## src/rtl/vga_frame_source.sv

```systemverilog
// VGA raster generator streaming RGB565 pixels from a show-ahead line FIFO.
// Define FRAME_SOURCE_TESTPAT_EN to build in the test_mode colour-bar generator.
module vga_frame_source #(
    parameter int          H_PIXEL         = 1024,
    parameter int          V_PIXEL         = 768,
    parameter int          H_FP            = 24,
    parameter int          H_SYNC          = 136,
    parameter int          H_BP            = 160,
    parameter int          V_FP            = 3,
    parameter int          V_SYNC          = 6,
    parameter int          V_BP            = 29,
    parameter logic [15:0] UNDERFLOW_COLOR = 16'hF800
) (
    input  logic        clk,
    input  logic        rst,
    input  logic        en,
    input  logic        test_mode,
    output logic        fifo_rd_en,
    input  logic [15:0] fifo_rd_data,
    input  logic        fifo_empty,
    output logic        frame_vsync,
    output logic        frame_hsync,
    output logic        frame_de,
    output logic [10:0] pixel_xpos,
    output logic [10:0] pixel_ypos,
    output logic [15:0] pixel_data,
    output logic        frame_start,
    output logic        underflow
);

    localparam logic [10:0] H_ACT  = 11'(H_PIXEL);
    localparam logic [10:0] H_SS   = 11'(H_PIXEL + H_FP);
    localparam logic [10:0] H_SE   = 11'(H_PIXEL + H_FP + H_SYNC);
    localparam logic [10:0] H_LAST = 11'(H_PIXEL + H_FP + H_SYNC + H_BP - 1);
    localparam logic [10:0] V_ACT  = 11'(V_PIXEL);
    localparam logic [10:0] V_SS   = 11'(V_PIXEL + V_FP);
    localparam logic [10:0] V_SE   = 11'(V_PIXEL + V_FP + V_SYNC);
    localparam logic [10:0] V_LAST = 11'(V_PIXEL + V_FP + V_SYNC + V_BP - 1);

    typedef enum logic [1:0] {IDLE, RUN, DRAIN} state_t;

    state_t      state_q, state_d;
    logic [10:0] h_cnt_q, h_cnt_d;
    logic [10:0] v_cnt_q, v_cnt_d;
    logic        hsync_q, hsync_d;
    logic        vsync_q, vsync_d;
    logic        de_q, de_d;
    logic [10:0] xpos_q, xpos_d;
    logic [10:0] ypos_q, ypos_d;
    logic [15:0] pix_q, pix_d;
    logic        fs_q, fs_d;
    logic        uf_q, uf_d;

    logic        counting;
    logic        h_end;
    logic        frame_end;
    logic        de_pre;
    logic        bar_active;
    logic [15:0] bar_color;

`ifdef FRAME_SOURCE_TESTPAT_EN
    always_comb begin
        bar_active = test_mode;
        bar_color  = 16'h0000;
        case (h_cnt_q[9:7])
            3'd0:    bar_color = 16'hFFFF;
            3'd1:    bar_color = 16'hFFE0;
            3'd2:    bar_color = 16'h07FF;
            3'd3:    bar_color = 16'h07E0;
            3'd4:    bar_color = 16'hF81F;
            3'd5:    bar_color = 16'hF800;
            3'd6:    bar_color = 16'h001F;
            default: bar_color = 16'h0000;
        endcase
    end
`else
    logic unused_test_mode;
    assign unused_test_mode = test_mode;
    assign bar_active       = 1'b0;
    assign bar_color        = 16'h0000;
`endif

    assign counting  = (state_q != IDLE);
    assign h_end     = (h_cnt_q == H_LAST);
    assign frame_end = h_end && (v_cnt_q == V_LAST);
    assign de_pre    = counting && (h_cnt_q < H_ACT) && (v_cnt_q < V_ACT);

    assign fifo_rd_en = de_pre && !fifo_empty && !bar_active && !rst;

    // A frame wrap only continues into a new frame when en is high at that moment
    always_comb begin
        state_d = state_q;
        h_cnt_d = h_cnt_q;
        v_cnt_d = v_cnt_q;
        case (state_q)
            IDLE: begin
                if (en) state_d = RUN;
            end
            RUN: begin
                if (frame_end)  state_d = en ? RUN : IDLE;
                else if (!en)   state_d = DRAIN;
            end
            DRAIN: begin
                if (frame_end)  state_d = en ? RUN : IDLE;
                else if (en)    state_d = RUN;
            end
            default: state_d = IDLE;
        endcase
        if (counting) begin
            h_cnt_d = h_end ? 11'd0 : h_cnt_q + 11'd1;
            if (h_end) v_cnt_d = frame_end ? 11'd0 : v_cnt_q + 11'd1;
        end
    end

    always_comb begin
        hsync_d = !(counting && (h_cnt_q >= H_SS) && (h_cnt_q < H_SE));
        vsync_d = !(counting && (v_cnt_q >= V_SS) && (v_cnt_q < V_SE));
        de_d    = de_pre;
        xpos_d  = de_pre ? h_cnt_q : 11'd0;
        ypos_d  = de_pre ? v_cnt_q : 11'd0;
        pix_d   = 16'h0000;
        if (de_pre) begin
            if (bar_active)       pix_d = bar_color;
            else if (!fifo_empty) pix_d = fifo_rd_data;
            else                  pix_d = UNDERFLOW_COLOR;
        end
        fs_d = de_pre && (h_cnt_q == 11'd0) && (v_cnt_q == 11'd0);
        uf_d = uf_q | (de_pre && fifo_empty && !bar_active);
    end

    always_ff @(posedge clk) begin
        if (rst) begin
            state_q <= IDLE;
            h_cnt_q <= 11'd0;
            v_cnt_q <= 11'd0;
            hsync_q <= 1'b1;
            vsync_q <= 1'b1;
            de_q    <= 1'b0;
            xpos_q  <= 11'd0;
            ypos_q  <= 11'd0;
            pix_q   <= 16'h0000;
            fs_q    <= 1'b0;
            uf_q    <= 1'b0;
        end else begin
            state_q <= state_d;
            h_cnt_q <= h_cnt_d;
            v_cnt_q <= v_cnt_d;
            hsync_q <= hsync_d;
            vsync_q <= vsync_d;
            de_q    <= de_d;
            xpos_q  <= xpos_d;
            ypos_q  <= ypos_d;
            pix_q   <= pix_d;
            fs_q    <= fs_d;
            uf_q    <= uf_d;
        end
    end

    assign frame_hsync = hsync_q;
    assign frame_vsync = vsync_q;
    assign frame_de    = de_q;
    assign pixel_xpos  = xpos_q;
    assign pixel_ypos  = ypos_q;
    assign pixel_data  = pix_q;
    assign frame_start = fs_q;
    assign underflow   = uf_q;

endmodule

```

## config.mk

```make
export PLATFORM = sky130hd
export DESIGN_NAME = vga_frame_source
export DESIGN_NICKNAME = d
export VERILOG_FILES = /design/src/rtl/vga_frame_source.sv
export SDC_FILE = /design/constraint.sdc
export NUM_CORES = 1
export LEC_CHECK = 0
export CORE_UTILIZATION = 52
export DETAILED_ROUTE_END_ITERATION = 8
export MAX_ROUTING_LAYER = met4
export PLACE_DENSITY = 0.84
export SYNTH_ARGS = -nofsm -noshare
export SYNTH_HDL_FRONTEND = slang
export SYNTH_SLANG_ARGS = --single-unit
```

## constraint.sdc

```tcl
create_clock -name clk -period 3.9 [get_ports clk]
set_input_delay 0.585 -clock clk [delete_from_list [all_inputs] [get_ports clk]]
set_output_delay 0.585 -clock clk [all_outputs]
set_load 0.03 [all_outputs]
```

==> results of run 1 <==
[power groups by stage]
| stage | logic [mW] | clock network [mW] | registers (mW) |
|---|---|---|---|
| final | 0.0840 | 0.519 | 0.703 |
| after floorplan | 0.0255 | 0 | 0.733 |
| after CTS | 0.0847 | 0.525 | 0.703 |
| after global placement | 0.0831 | 0 | 0.717 |
| after detailed placement | 0.0842 | 0 | 0.718 |
| after global routing | 0.0906 | 0.551 | 0.704 |
[how the worst max path moves through the flow]
stage / start / end / slack (ns) / depth (start not counted)
after detailed placement: rst / fifo_rd_en / 0.99 / 5
after CTS: rst / fifo_rd_en / 0.98 / 5
after floorplan: rst / fifo_rd_en / 1.69 / 4
final: rst / fifo_rd_en / 1.01 / 5
after global routing: rst / fifo_rd_en / 0.84 / 5
after global placement: rst / fifo_rd_en / 1.02 / 5
[routing by layer]
metal	vias to the layer above	share of wire	GRT usage
met2	75	0.44	0.3491
met1	928	0.47	0.2773
li1	1003	-	-
met5	-	0	-
met4	0	0.017	0.1220
met3	10	0.076	0.08439
[placed cells by master (no fill, tap or decap), drive strengths merged, types with 3 or more instances in the layout]
cell type,instances
dfxtp,67
clkdlybuf4s50,62
and2,31
nor2,18
nand2,18
clkbuf,12
a21oi,10
xnor2,8
inv,7
nand4,7
and3,6
o21a,6
nor3,6
or4,6
nor4,6
o31ai,5
ha,5
o21ai,5
or3,4
xor2,4
nand3,3
[layout make-up]
| cell class | instances | share of cell area |
|---|---|---|
| Sequential cell | 67 | 0.3993 |
| Multi-Input combinational cell | 169 | 0.3300 |
| Clock inverter | 4 | 0.007449 |
| Inverter | 7 | 0.007821 |
| Tap cell | 54 | 0.02011 |
| Clock buffer | 12 | 0.04618 |
| Timing Repair Buffer | 64 | 0.1892 |
[logic make-up after synthesis]
kind of cell,Yosys count,synth area share
other,1,0.001482
XOR/XNOR,12,0.04152
multiplexers,1,0.004449
AND/OR/NAND/NOR,115,0.2709
AO/OA/AOI/OAI,34,0.08997
flip-flops,67,0.5299
buffers and inverters,20,0.03707
adder cells (fa/ha/maj),5,0.02472
[worst max-delay path, stage by stage]
cell	delay [ns]
clkdlybuf4s50_1	0.59
o21bai_1	0.33
nor4b_4	0.25
and2b_1	0.33
buf_4	0.22
[through the flow]
step           instance area [µm²]  hold WS, ns  cells
4_1_cts                       3359       0.4857    377
5_1_grt                       3359       0.5268    377
2_1_floorplan                 2535       0.4234    256
3_3_place_gp                  3179       0.4660    361
6_report                      3359       0.4897    377
3_5_place_dp                  3179       0.4705    361
[sequential cells by signal (all words and copies together) (netlist names)]
register and count:
v_cnt_q 11, frame_hsync 1, pixel_data 16, frame_start 1, pixel_xpos 11, pixel_ypos 11
h_cnt_q 11, frame_vsync 1, state_q 2, underflow 1, frame_de 1
==> impl_metrics.yaml, run 1 <==
global_routing:
  grt_antenna_before_repair: 0
  grtUsageTotal: 0.2342
  grt_max_degree: 28
  grt_overflow: 0
  grt_pass1_vias: 1943
  grt_pass1_wl_um: 8949
cells_and_area:
  final.fill_count: 347
  diodes: 0
  final_net_count: 344
  area_growth_pct: 32.72
  regArea_um2: 1341
  drive_above_1_share: 0.07740
  post-route-util: 0.7160
  multi_input_area_um2: 1109
timing:
  rsz0062_at_grt: "no"
  relSlewSlack: 0.6389
  fmax_mhz: 345.9
  final_max_slew_viol_count: 0
  period_minus_slack_ns: 2.891
  setup_ws_ns: 1.009
  setup_viol: 0
  clock_skew_ns: 0.006275
  fin_crit_sh: 0.7412
  finalSetupTns_ns: 0
  hold_viol: 0
  tightest_slew_ns: 0.5380
critical_path:
  cp.arrival_ns: 2.31
  worstSetupEndpointType: "output port"
  worstPathRequired_ns: 3.31
  worstPathMaxFanout: 12
  r2r-start: "h_cnt_q[1]"
  worstSetupStartpointType: "input pin"
  path_class: "input pin to output port"
  rrSetupSlack_ns: 1.97
  reg2regPathDepth: 5
  rr_endpoint: "v_cnt_q[9]"
cts:
  ctsResizeCount: 0
  cts_sinks: 67
  cts_buffer_depth: 2
  cts_setup_buffers: 0
  cts_max_level: 3
  clk_latency_ns: 0.34
  cts.hold.buffers_added: 0
  cts-buffers-inserted: 9
  clockRootBuffer: "clkbuf_8"
  path_clk_slew_ns: 0.07
  cts_tree: "done"
power:
  power.density_nw_per_um2: 388.5
  cellLeakagePower_nw: 1.263
  switching_share: 0.2333
  p_seq_frac: 0.538
  peakVddDrop_v: 0.0002009
  p_int_mw: 1.001
  p_sw_mw: 0.3044
  p_comb_frac: 0.064
  power_mw: 1.305
  p_clk_frac: 0.397
hold_path:
  min_to: "underflow"
  hp-start: "underflow"
  hp-class: "flip-flop to flip-flop"
  hold_path_depth: 1
place:
  pre_cts_ws_ns: 0.9890
  io_buffers: 63
  gp_congestion: 0.8896
  dp_hpwl_um: 3787
routing:
  drtIter0Drc: 114
  drc_errors: 0
  detail-route-antenna-nets: 0
  post_drt_wl_per_cell_um: 14.30
  vias: 2016
  wirelength_um: 5392
  drt_pass1_iterations: 4
  avgViaCountPerCell: 5.347
yosys:
  ys_seq_area_frac: 0.5299
  synth_area_per_cell_um2: 9.926
  synth.largest_area_cell: "dfxtp_1"
  synthTopCellsByCount: "dfxtp_1, and2_1, nor2_1, nand2_1, a21oi_1"
  synth_most_common_cell: "dfxtp_1"
  synth_area_um2: 2531
  async_reset_ff_frac: 0
  yosysWarnings: 0
  ys.flop_type: "dfxtp_1"
  synth_edf_count: 0
  yosys.area.top_type_share: 0.5299
  synthTopCellsByArea: "dfxtp_1, and2_1, xnor2_1, nor2_1, nand2_1"
  ys_ff_latch: 67
  synth_cells: 255
  ys_types: 46
outcome:
  outcome: "finished, final reports clean"
die:
  pin_count: 65
  die_h_um: 71.77
  core_um2: 4692
  row_count: 25
  chipWidth_um: 71.77
  initial_core_util: 0.5395
  die_area_um2: 5151
flow_run:
  maxCapViolations: 0
Note: power is estimated with default switching activity, not from simulation.
==> run 2, diff against run 1 <==
--- a/config.mk
+++ b/config.mk
@@ -5,10 +5,10 @@
 export SDC_FILE = /design/constraint.sdc
 export NUM_CORES = 1
 export LEC_CHECK = 0
-export CORE_UTILIZATION = 52
+export CORE_UTILIZATION = 48
 export DETAILED_ROUTE_END_ITERATION = 8
 export MAX_ROUTING_LAYER = met4
-export PLACE_DENSITY = 0.84
+export PLACE_DENSITY = 0.79
 export SYNTH_ARGS = -nofsm -noshare
 export SYNTH_HDL_FRONTEND = slang
 export SYNTH_SLANG_ARGS = --single-unit
==> constraint.sdc (replaced) <==
create_clock -name clk -period 2.99 [get_ports clk]
set_input_delay 0.4485 -clock clk [delete_from_list [all_inputs] [get_ports clk]]
set_output_delay 0.4485 -clock clk [all_outputs]
set_load 0.03 [all_outputs]
==> impl_metrics.yaml, run 2 (same netlist as run 1, synthesis figures left out) <==
hold_path:
  hold_path_depth: 1
  hp-start: "h_cnt_q[10]"
  hp-class: "flip-flop to flip-flop"
  min_to: "frame_hsync"
die:
  core_um2: 5107
  die_area_um2: 5567
  pin_count: 65
  row_count: 26
  initial_core_util: 0.4956
  chipWidth_um: 74.62
  die_h_um: 74.62
routing:
  drt_pass1_iterations: 4
  vias: 1980
  drc_errors: 0
  wirelength_um: 5252
  post_drt_wl_per_cell_um: 13.30
  avgViaCountPerCell: 5.013
  detail-route-antenna-nets: 0
  drtIter0Drc: 96
global_routing:
  grt_overflow: 0
  grt_pass1_wl_um: 8252
  grt_pass1_vias: 1765
  grtUsageTotal: 0.2059
  grt_antenna_before_repair: 0
  grt_max_degree: 28
timing:
  finalSetupTns_ns: 0
  hold_viol: 0
  rsz0062_at_grt: "no"
  fmax_mhz: 456.9
  tightest_slew_ns: 0.5163
  fin_crit_sh: 0.7319
  clock_skew_ns: 0.01084
  period_minus_slack_ns: 2.189
  final_max_slew_viol_count: 0
  relSlewSlack: 0.6535
  setup_viol: 0
power:
  p_comb_frac: 0.064
  switching_share: 0.2315
  p_clk_frac: 0.414
  p_int_mw: 1.348
  cellLeakagePower_nw: 1.273
  power.density_nw_per_um2: 514.6
  p_sw_mw: 0.4060
  peakVddDrop_v: 0.0003168
  p_seq_frac: 0.522
cells_and_area:
  drive_above_1_share: 0.08308
  fin_area_um2: 3408
  final_net_count: 346
  diodes: 0
  area_growth_pct: 34.65
  largest_register_ffs: 16
  final_cell_mix: "dfxtp_1, clkdlybuf4s50_1, and2_1"
  layout_commonest_cell: "dfxtp_1"
critical_path:
  path_class: "input pin to output port"
  crit_chain: "clkdlybuf4s50_1 > o21bai_1 > nor4b_4 > and2b_1 > buf_4"
  r2r-start: "h_cnt_q[1]"
  rrSetupSlack_ns: 1.11
  cp_slowest_stage_delay_ns: 0.42
  reg2regPathDepth: 5
  cp.buffers_inverters: 2
  worstSetupStartpoint: "rst"
  worstSetupEndpointType: "output port"
  worstSetupStartpointType: "input pin"
  worstPathRequired_ns: 2.54
  rr_endpoint: "v_cnt_q[10]"
  crit_slowest_cell: "clkdlybuf4s50_1"
  cp_top_family: "buffers and inverters"
  worstPathMaxFanout: 3
  cp.arrival_ns: 1.74
cts:
  clk_latency_ns: 0.34
  cts_setup_buffers: 0
  clockRootBuffer: "clkbuf_8"
  cts_sinks: 67
  ctsResizeCount: 0
  cts_max_level: 3
  cts-buffers-inserted: 9
  path_clk_slew_ns: 0.07
  cts_tree: "done"
  cts_buffer_depth: 2
  cts.hold.buffers_added: 0
place:
  dp_hpwl_um: 3796
  place_area_um2: 3214
  gp_congestion: 0.9274
  io_buffers: 63
flow_run:
  maxCapViolations: 0
outcome:
  outcome: "finished, final reports clean"
-- run 2: changes by cell type in the layout (fill, tap and decap cells not counted) --
cell / before / now
buf_4: 2 / 4
bufinv_16: 0 / 1
clkbuf_8: 11 / 9
clkinv_2: 2 / 1
clkinv_4: 0 / 1
clkinvlp_4: 2 / 3
-- run 2: how the worst max path moves through the flow --
stage / end / depth (start not counted) / slack (ns)
global route: fifo_rd_en / 5 / 0.73
global placement: fifo_rd_en / 5 / 0.81
floorplan: fifo_rd_en / 4 / 1.05
CTS: fifo_rd_en / 5 / 0.79
finish: fifo_rd_en / 5 / 0.80
detailed placement: fifo_rd_en / 5 / 0.79
-- run 2: worst reg2reg max path, delay by kind of cell, from the launching register on --
family	cells	cell delay, ns
DFF	1	0.44
and+or+nand+nor	2	0.65
AOI/OAI and AO/OA	2	0.47
adders and majority gates	1	0.24
-- run 2: power by group through the flow --
stage	clock [mW]	combinational [mW]	sequential (mW)
floorplan	0	0.0333	0.956
global placement	0	0.111	0.936
detailed placement	0	0.113	0.937
CTS	0.739	0.113	0.916
global route	0.780	0.121	0.918
finish	0.726	0.112	0.916
-- run 2: per-layer routing --
metal / vias up / track usage / routed length [µm] / part of all wire
met1: 904 / 0.2460 / 2365 / 0.45
met3: 9 / 0.06961 / 397 / 0.076
met4: 0 / 0.07547 / 90 / 0.017
li1: 1000 / - / - / -
met2: 67 / 0.3223 / 2398 / 0.46
met5: - / - / 0 / 0
-- run 2: metrics by stage --
| step | hold slack (ns) | std cells | power, mW | utilization | setup WS [ns] |
|---|---|---|---|---|---|
| 2_1_floorplan | 0.4234 | 256 | 0.9890 | - | 1.048 |
| 3_3_place_gp | 0.4675 | 379 | 1.046 | 0.6293 | 0.8051 |
| 3_5_place_dp | 0.4818 | 379 | 1.049 | 0.6293 | 0.7884 |
| 4_1_cts | 0.5010 | 395 | 1.768 | 0.6673 | 0.7920 |
| 5_1_grt | 0.5150 | 395 | 1.818 | 0.6673 | 0.7302 |
| 6_report | 0.5003 | 395 | 1.754 | 0.6673 | 0.8015 |
-- run 2: cell type report --
type | instances | area, µm²
timing repair buffer | 66 | 650.6
sequential | 67 | 1341
clock buffer | 10 | 127.6
fill | 428 | 1699
inverter | 7 | 26.28
tap | 70 | 87.58
multi-input combinational | 169 | 1109
clock inverter | 6 | 66.31
==> run 3, diff against run 2 <==
--- a/config.mk
+++ b/config.mk
@@ -5,10 +5,10 @@
 export SDC_FILE = /design/constraint.sdc
 export NUM_CORES = 1
 export LEC_CHECK = 0
-export CORE_UTILIZATION = 48
+export CORE_UTILIZATION = 43
 export DETAILED_ROUTE_END_ITERATION = 8
 export MAX_ROUTING_LAYER = met4
-export PLACE_DENSITY = 0.79
+export PLACE_DENSITY = 0.75
 export SYNTH_ARGS = -nofsm -noshare
 export SYNTH_HDL_FRONTEND = slang
 export SYNTH_SLANG_ARGS = --single-unit
==> constraint.sdc (replaced) <==
create_clock -name clk -period 1.8 [get_ports clk]
set_input_delay 0.27 -clock clk [delete_from_list [all_inputs] [get_ports clk]]
set_output_delay 0.27 -clock clk [all_outputs]
set_load 0.03 [all_outputs]
==> impl_metrics.yaml, run 3 (same netlist as run 1, synthesis figures left out) <==
cts:
  clk_latency_ns: 0.35
  cts_sinks: 67
  cts-buffers-inserted: 9
  cts_tree: "done"
  clockRootBuffer: "clkbuf_8"
  path_clk_slew_ns: 0.08
  cts_buffer_depth: 2
  cts.hold.buffers_added: 0
  cts_max_level: 3
cells_and_area:
  multi_input_area_um2: 1125
  regArea_um2: 1346
  final_cell_mix: "dfxtp_1, clkdlybuf4s50_1, buf_4"
  final_net_count: 377
  largest_register_ffs: 16
  drive_above_1_share: 0.1798
  final.fill_count: 425
  diodes: 0
  post-route-util: 0.6685
  area_growth_pct: 47.21
  layout_commonest_cell: "dfxtp_1"
  fin_area_um2: 3726
die:
  core_um2: 5574
  chipWidth_um: 78.73
  pin_count: 65
  row_count: 27
  die_h_um: 78.73
  die_area_um2: 6198
  initial_core_util: 0.4541
power:
  p_seq_frac: 0.465
  cellLeakagePower_nw: 1.482
  p_sw_mw: 0.6919
  switching_share: 0.2118
  peakVddDrop_v: 0.0004133
  power.density_nw_per_um2: 876.6
  p_clk_frac: 0.471
  p_int_mw: 2.574
  p_comb_frac: 0.064
place:
  gp_congestion: 0.8484
  place_area_um2: 3412
  io_buffers: 63
  dp_hpwl_um: 3954
routing:
  vias: 2137
  drc_errors: 0
  post_drt_wl_per_cell_um: 13.43
  detail-route-antenna-nets: 0
  avgViaCountPerCell: 4.993
  dr_wl_met3_um: 452
  drtIter0Drc: 84
  drt_pass1_iterations: 4
  wirelength_um: 5746
  highest_layer: "met4"
  route.met2.wl_um: 2628
  wl_met1_um: 2590
critical_path:
  worstPathRequired_ns: 2.08
  cp_top_family: "simple AND/OR/NAND/NOR gates"
  path_class: "flip-flop to flip-flop"
  cp_slowest_stage_delay_ns: 0.56
  worstSetupStartpoint: "h_cnt_q[1]"
  rrSetupSlack_ns: 0.08
  worstSetupEndpointType: "flip-flop"
  crit_chain: "ha_1 > o2111a_2 > nand4_4 > or4_1 > a21oi_2"
  cp.arrival_ns: 2.00
  crit_slowest_cell: "or4_1"
  r2r-start: "h_cnt_q[1]"
  worstPathMaxFanout: 6
  cp.buffers_inverters: 0
  worstSetupStartpointType: "flip-flop"
timing:
  setup_viol: 0
  hold_viol: 0
  fmax_mhz: 582.6
  final_max_slew_viol_count: 0
  clock_skew_ns: 0.007443
  period_minus_slack_ns: 1.717
  fin_crit_sh: 0.9537
flow_run:
  maxCapViolations: 0
global_routing:
  grt_max_degree: 28
  grtUsageTotal: 0.2021
  grt_pass1_wl_um: 9335
  grt_overflow: 0
  grt_pass1_vias: 2006
  grt_antenna_before_repair: 0
outcome:
  outcome: "finished, final reports clean"
hold_path:
  hp-start: "rst"
  hp-class: "input pin to flip-flop"
-- run 3: per-layer routing --
| metal | track usage | up-vias |
|---|---|---|
| met5 | - | - |
| met1 | 0.2400 | 983 |
| met4 | 0.09074 | 0 |
| li1 | - | 1062 |
| met3 | 0.05747 | 7 |
| met2 | 0.3183 | 85 |
-- run 3: area by class of cell --
cell class	instances	area share
clock buffer	10	0.03694
clock inverter	6	0.02989
inverter	7	0.007052
multi-input combinational	169	0.3019
sequential	67	0.3613
tap	72	0.02418
timing repair buffer	97	0.2388
-- run 3: worst paths after layout --
path           endpoint  cells after the start
max          v_cnt_q[9]                      5
min          h_cnt_q[1]                      3
max reg2reg  v_cnt_q[9]                      5
min reg2reg   underflow                      1
-- run 3: timing repair --
item,in CTS,in global routing
gates resized for setup,4,5
setup endpoints to repair,1,2
buffers inserted,1,4
pin swaps,0,2
-- run 3: metrics by stage --
step | power [mW] | setup slack, ns | hold slack [ns] | TNS [ns] | instances
6_report | 3.266 | 0.08342 | 0.3226 | 0 | 428
5_1_grt | 3.364 | -0.01868 | 0.3445 | -0.01868 | 428
4_1_cts | 3.289 | 0.03863 | 0.4697 | 0 | 424
3_5_place_dp | 1.754 | -0.06292 | 0.4727 | -0.1140 | 407
3_3_place_gp | 1.751 | -0.07418 | 0.4773 | -0.1200 | 407
2_1_floorplan | 1.643 | 0.1017 | 0.3802 | 0 | 256
-- run 3: worst register-to-register path, cell delays in order (launching register included) --
cell and delay, ns:
dfxtp_1 0.35, ha_1 0.18, o2111a_2 0.29, nand4_4 0.13
or4_1 0.56, a21oi_2 0.15
-- run 3: power by group through the flow --
stage	registers, mW	logic [mW]	clock network [mW]
after CTS	1.52	0.207	1.56
after global routing	1.52	0.224	1.62
after global placement	1.55	0.201	0
after detailed placement	1.55	0.203	0
after floorplan	1.59	0.0553	0
final	1.52	0.210	1.54
